`config.mk`:
```
export PLATFORM = sky130hd
export DESIGN_NAME = config_readback
export DESIGN_NICKNAME = d
export VERILOG_FILES = /design/src/rtl/config_readback.sv
export SDC_FILE = /design/constraint.sdc
export NUM_CORES = 1
export LEC_CHECK = 0
export CAP_MARGIN = 40
export CORE_MARGIN = 2
export CORE_UTILIZATION = 47
export CTS_CLUSTER_DIAMETER = 40
export DETAILED_ROUTE_END_ITERATION = 10
export PLACE_DENSITY = 0.77
export SLEW_MARGIN = 20
export SYNTH_ARGS = -nofsm -noshare
export SYNTH_HDL_FRONTEND = slang
export SYNTH_SLANG_ARGS = --single-unit
```
`constraint.sdc`:
```
create_clock -name clk -period 3.8 [get_ports clk]
set_input_delay 0.95 -clock clk [delete_from_list [all_inputs] [get_ports clk]]
set_output_delay 0.95 -clock clk [all_outputs]
set_load 0.01 [all_outputs]
```
`src/rtl/config_readback.sv`:
```
// Readback engine: snapshots the configuration vector on request and streams it
// as a framed byte sequence (header, length, payload, checksum) over valid/ready.
module config_readback #(
    parameter int unsigned CFG_WIDTH = 124,
    parameter logic [7:0]  HDR_BYTE  = 8'hA5
) (
    input  logic                 clk,
    input  logic                 reset,
    input  logic                 start,
    input  logic [CFG_WIDTH-1:0] config_bit,
    output logic [7:0]           rb_data,
    output logic                 rb_valid,
    input  logic                 rb_ready,
    output logic                 rb_last,
    output logic                 busy,
    output logic                 done
);

    localparam int unsigned NBYTES   = (CFG_WIDTH + 7) / 8;
    localparam int unsigned SNAP_W   = NBYTES * 8;
    localparam logic [7:0]  LEN_BYTE = 8'(NBYTES);
    localparam logic [7:0]  LAST_IDX = 8'(NBYTES - 1);

    typedef enum logic [2:0] {IDLE, HDR, LEN, DATA, CSUM} state_t;

    state_t              state, state_next;
    logic [SNAP_W-1:0]   snap;
    logic [SNAP_W-1:0]   padded;
    logic [7:0]          idx;
    logic [7:0]          csum;
    logic [7:0]          cur_byte;

    // Bits above CFG_WIDTH in the last payload byte always read as zero.
    always_comb begin
        padded = '0;
        padded[CFG_WIDTH-1:0] = config_bit;
    end

    always_comb begin
        cur_byte = '0;
        for (int unsigned b = 0; b < NBYTES; b++) begin
            if (idx == 8'(b)) cur_byte = snap[b*8 +: 8];
        end
    end

    always_comb begin
        state_next = state;
        rb_valid   = 1'b0;
        rb_data    = '0;
        rb_last    = 1'b0;
        busy       = (state != IDLE);
        case (state)
            IDLE: begin
                if (start) state_next = HDR;
            end
            HDR: begin
                rb_valid = 1'b1;
                rb_data  = HDR_BYTE;
                if (rb_ready) state_next = LEN;
            end
            LEN: begin
                rb_valid = 1'b1;
                rb_data  = LEN_BYTE;
                if (rb_ready) state_next = DATA;
            end
            DATA: begin
                rb_valid = 1'b1;
                rb_data  = cur_byte;
                if (rb_ready && idx == LAST_IDX) state_next = CSUM;
            end
            CSUM: begin
                rb_valid = 1'b1;
                rb_data  = csum;
                rb_last  = 1'b1;
                if (rb_ready) state_next = IDLE;
            end
            default: state_next = IDLE;
        endcase
    end

    always_ff @(posedge clk) begin
        if (reset) begin
            state <= IDLE;
            snap  <= '0;
            idx   <= '0;
            csum  <= '0;
            done  <= 1'b0;
        end else begin
            state <= state_next;
            done  <= (state == CSUM) && rb_ready;
            if (state == IDLE && start) begin
                snap <= padded;
                idx  <= '0;
                csum <= '0;
            end
            if (state == DATA && rb_ready) begin
                csum <= csum + cur_byte;
                idx  <= idx + 8'd1;
            end
        end
    end

endmodule
```
### After elaboration in Yosys (flattened, before gate mapping)

Index checks and enable logic that the tools add are counted.

* register bits after elaboration: 144
* output and inout bits: 12
* input bits: 128
* word-level logic and storage cells: 69

* equality and inequality tests: 24
* reduce and logical (&&, ||, !) cells: 10
* add/subtract/negate cells: 2
* muxes and demuxes: 28

Operators by type and width (number)
* 2-to-1 mux 8 bit: 19
* equality test 8 x 4 -> 1 bit, second input constant: 8
* equality test 8 x 3 -> 1 bit, second input constant: 4
* one-hot mux 8 bit (4 select lines): 1
* equality test 8 x 2 -> 1 bit, second input constant: 2
* 2-to-1 mux 3 bit: 5
* one-hot mux 3 bit (5 select lines): 1
* != test 2 bit, second input constant: 5
* adder 8 x 1 -> 8 bit, second input constant: 1
* adder 8 bit: 1
* equality test 8 x 1 -> 1 bit, second input constant: 1
* zero test 8 bit: 1
* equality test 3 x 2 -> 1 bit, second input constant: 2
* AND reduction 5 bit: 1
* logical AND 1 bit: 4
* OR reduction 4 bit: 1
* equality test 3 x 1 -> 1 bit, second input constant: 1
* equality test 3 bit, second input constant: 1
* zero test 3 bit: 1
* nonzero test 3 bit: 1
* 2-to-1 mux 1 bit: 2
* nonzero test 2 bit: 1

### Longest topological paths before layout

* depth after elaboration: 19
* depth in mapped cells: 21
* depth with buffers taken out: 19

### Least setup slack after synthesis

OpenSTA, ideal clock, no wires.

* path type: register to register
* start: register idx[0]
* end: register csum[7]
* buffers on the path: 3
* required time: 3.677 ns
* arrival: 3.589 ns
* library setup time: 0.123 ns
* clock period less this slack: 3.712 ns
* slack: 0.088 ns
* cell stages (with the launch flop): 20
* cells stage by stage: dfxtp_1 > inv_1 > ha_1 > clkbuf_1 > clkbuf_1 > clkbuf_1 > nand3b_1 > a21oi_1 > o2bb2ai_1 > a311oi_1 > o22ai_1 > inv_1 > ha_1 > a21o_1 > a21oi_1 > o21ai_0 > o41ai_1 > and2_1 > mux2i_1 > mux2_1

* cells in the longest elaborated chain, start to end: 19
* elaborated cells on any way between the ends: 34
* those cells by class: add/sub: 1; eq/ne: 15; mux: 17; reduce/logical: 1

RTL lines
* from (decl): RTL line 29 `logic [7:0] idx;`
* from (signal assigned): RTL line 98 `idx <= idx + 8'd1;`
* zero test 8 bit: RTL line 42 `if (idx == 8'(b)) cur_byte = snap[b*8 +: 8];`
* 2-to-1 mux 8 bit (15 in series): RTL line 42
* 2-to-1 mux 8 bit (*): RTL line 42
* adder 8 bit (*): RTL line 97 `csum <= csum + cur_byte;`
* 2-to-1 mux 8 bit (*): RTL line 96 `if (state == DATA && rb_ready) begin`
* to (signal assigned): RTL line 97
* to (decl): RTL line 30 `logic [7:0] csum;`

Every way passes the cells marked *; elsewhere a longest branch is shown, timed or not.
A chain may end at the register's enable or synchronous reset.

### Final worst setup path

* start: register idx[4]
* end: output port rb_data[7]

* cells in the longest elaborated chain, start to end: 18
* elaborated cells on any way between the ends: 33
* those cells by class: eq/ne: 15; mux: 17; reduce/logical: 1

RTL lines
* zero test 8 bit: RTL line 42
* 2-to-1 mux 8 bit (15 in series): RTL line 42
* 2-to-1 mux 8 bit (*): RTL line 42
* one-hot mux 8 bit (4 select lines) (*): RTL line 52 `case (state)`
* to (decl): RTL line 11 `output logic [7:0] rb_data,`

Marks and branches as above.

==> flow_metrics.py <==
metrics = {
    "synthesis": {
        "synth_enable_flop_cells": 0,
        "netlist_instances": 995,
        "synthArstFlopShare": 0,
        "ys.flop_type": "dfxtp_1",
        "yosysSeqAreaShare": 0.4044,
        "ys_warn_count": 0,
        "ys_seq_elements": 144,
        "synth_fp_nets": 1135,
        "synth_area_um2": 7128,
        "synth.distinct_cells": 69,
        "syn_area_per_cell_um2": 7.164,
    },
    "hold_path": {
        "hold_class": "flop to flop",
    },
    "sta": {
        "finalSetupViolCount": 4,
        "worst_pin_slew_ns": 0.6439,
        "post-route-min-period_ns": 3.951,
        "worst_slack_ns": -0.1511,
        "skew_ns": 0.01290,
        "hold_viol": 0,
        "hold_ws_ns": 0.4499,
        "report.final.slew_viol_count": 0,
        "fmax_mhz": 253.1,
        "relSlewSlack": 0.5707,
        "period_share": 1.040,
        "rsz0062_at_grt": "true",
    },
    "clock_tree": {
        "clkSinkCount": 144,
        "h-tree-depth": 4,
        "clk_latency_ns": 0.44,
        "cts_tree": "yes",
        "cts_buffers": 17,
        "cts-root-buf": "clkbuf_16",
        "clk_path_buf_depth": 2,
        "clk_pin_slew_ns": 0.06,
    },
    "placement": {
        "numPortBuffers": 139,
        "dp.cells": 1334,
        "gp_congestion": 0.9636,
        "placed_cell_area_um2": 9178,
        "dp_hpwl_um": 16480,
    },
    "floorplanning": {
        "fp.dieH_um": 127.2,
        "core_um2": 15030,
        "start_util": 0.4742,
        "rows": 45,
        "dieArea_um2": 16170,
        "ios": 140,
        "dieWidth_um": 127.2,
    },
    "worst_setup_path": {
        "cp.required_ns": 2.85,
        "crit_path_cell_trace": "or4_4 > buf_4 > nor3_4 > a311oi_2 > buf_4 > a211o_1 > a21o_1 > a21oi_2 > a21o_1 > clkdlybuf4s15_2",
        "critical-path-top-delay-family": "compound AO/OA/AOI/OAI gates",
        "cp-start-kind": "flop",
        "cp.arrival_ns": 3.00,
        "critical-path-max-stage-delay_ns": 0.51,
        "critPathMaxFanout": 4,
        "path_class": "flop to output pin",
        "cp_slowest_cell": "or4_4",
        "crit_buf_inv": 3,
        "crit_path_end_kind": "output pin",
    },
    "pwr": {
        "peakVddDrop_mv": 0.3043,
        "power.density_nw_per_um2": 379.5,
        "power_leakage_nw": 3.894,
        "power_frac_comb": 0.130,
        "seqPwrFrac": 0.437,
        "intPower_w": 0.002835,
        "p_sw_w": 0.0009879,
        "sw_frac_of_total": 0.2584,
        "clkPwrFrac": 0.433,
    },
    "global_routing": {
        "grtUsageTotal": 0.2815,
        "antenna_found_initial": 0,
        "first_global_vias": 7213,
        "grt_overflow": 0,
        "grt_max_degree": 71,
        "grt_pass1_wl_um": 35870,
    },
    "routing": {
        "drcViolationCount": 0,
        "drt-pass1-iter-count": 6,
        "drt_iter0_markers": 845,
        "totalWireLength_um": 22810,
        "viasPerCell": 5.631,
        "met1_length_um": 9938,
        "wl_met3_um": 1565,
        "top_layer": "met4",
        "met2_length_um": 10600,
        "ant_nets": 0,
        "routedWlPerCell_um": 16.59,
        "vias": 7743,
    },
    "finish": {
        "drive_above_1_share": 0.1676,
        "final_cells": 1375,
        "diodes": 0,
        "final_common_cell": "nand2_1",
        "mostFrequentLayoutCells": "nand2_1, a21oi_1, dfxtp_1, clkdlybuf4s50_1, buf_4",
        "fillers": 1276,
        "final_util": 0.6702,
        "final_nets": 1314,
        "area_growth_pct": 41.34,
        "design_area_um2": 10070,
    },
    "outcome": {
        "violations": "negative setup slack",
        "status": "complete, but fails checks",
    },
    "job": {
        "drv_cap": 0,
    },
}
## cell usage after synthesis (5+ instances only)
cell | n | share of area
ha_1 | 11 | 0.019
nor2_1 | 37 | 0.019
nand3b_1 | 9 | 0.0095
a21o_1 | 8 | 0.0084
and2_1 | 5 | 0.0044
xnor2_1 | 5 | 0.0061
nor3_1 | 17 | 0.012
o21ai_0 | 36 | 0.025
nand4_1 | 6 | 0.0053
a31oi_1 | 14 | 0.012
clkbuf_1 | 68 | 0.036
inv_1 | 14 | 0.0074
o22ai_1 | 5 | 0.0044
dfxtp_1 | 144 | 0.40
nand2_1 | 305 | 0.16
nor2b_1 | 8 | 0.0070
nand3_1 | 25 | 0.018
a21oi_1 | 177 | 0.12
## path summary, 6_finish.rpt
path | slack, ns | depth (start not counted) | startpoint | end
hold / removal | 0.45 | 2 | snap[51] | snap[51]
setup reg to reg | -0.04 | 17 | idx[4] | csum[7]
setup / recovery | -0.15 | 10 | idx[4] | rb_data[7]
hold reg to reg | 0.45 | 2 | snap[51] | snap[51]
## timing repair
item | 4_1_cts | 5_1_grt
buffers inserted | 0 | 10
pin swaps | 16 | 24
setup endpoints to repair | 10 | 10
gates resized for setup | 73 | 33
hold buffers | 0 | 0
## worst min-delay path: stages (launching register included)
cell and delay (ns):
dfxtp_1 0.30, nand2_1 0.05, a21oi_1 0.05
## cell families (layout without fill, tap and decap cells)
family          Yosys count  after routing  synth area share
compound gates          291            291            0.2338
xor+xnor                  7              7          0.008601
fa+ha+maj                12             12           0.02212
buf+inv                  91            283           0.05108
flops                   144            144            0.4044
mux                       2              2          0.002984
simple gates            448            448            0.2770
## through the flow
step / TNS [ns] / total power [W] / worst slack, ns
floorplan: 0 / 0.001934 / 0.08776
CTS: -0.06364 / 0.003828 / -0.05719
global placement: -0.4471 / 0.002179 / -0.1762
finish: -0.2460 / 0.003823 / -0.1511
detailed placement: -0.4373 / 0.002188 / -0.1186
global route: -0.8128 / 0.003965 / -0.2001
## routing by layer
| layer | track usage | vias to the layer above |
|---|---|---|
| met4 | 0.1099 | 0 |
| met2 | 0.4545 | 303 |
| met3 | 0.05402 | 63 |
| met5 | 0 | - |
| met1 | 0.3746 | 3598 |
| li1 | - | 3779 |
## sequential cells by signal (all words and copies together), names as in the netlist
signal,cells
csum,8
done,1
idx,8
snap,124
state,3
## power groups by stage
| stage | clock network [W] | registers [W] | logic (W) |
|---|---|---|---|
| 2_1_floorplan | 0 | 0.00167 | 0.000262 |
| 3_3_place_gp | 0 | 0.00170 | 0.000479 |
| 3_5_place_dp | 0 | 0.00170 | 0.000486 |
| 4_1_cts | 0.00167 | 0.00167 | 0.000493 |
| 5_1_grt | 0.00173 | 0.00168 | 0.000552 |
| 6_report | 0.00166 | 0.00167 | 0.000496 |
## final cells by class
class	instances	area (um2)	area share
tap	188	235.2	0.02335
timing repair buffer	236	2165	0.2149
clock inverter	12	135.1	0.01341
sequential	144	2892	0.2870
multi-input combinational	760	4145	0.4114
inverter	15	56.30	0.005589
clock buffer	20	446.7	0.04434
(Power assumes the default switching activity.)
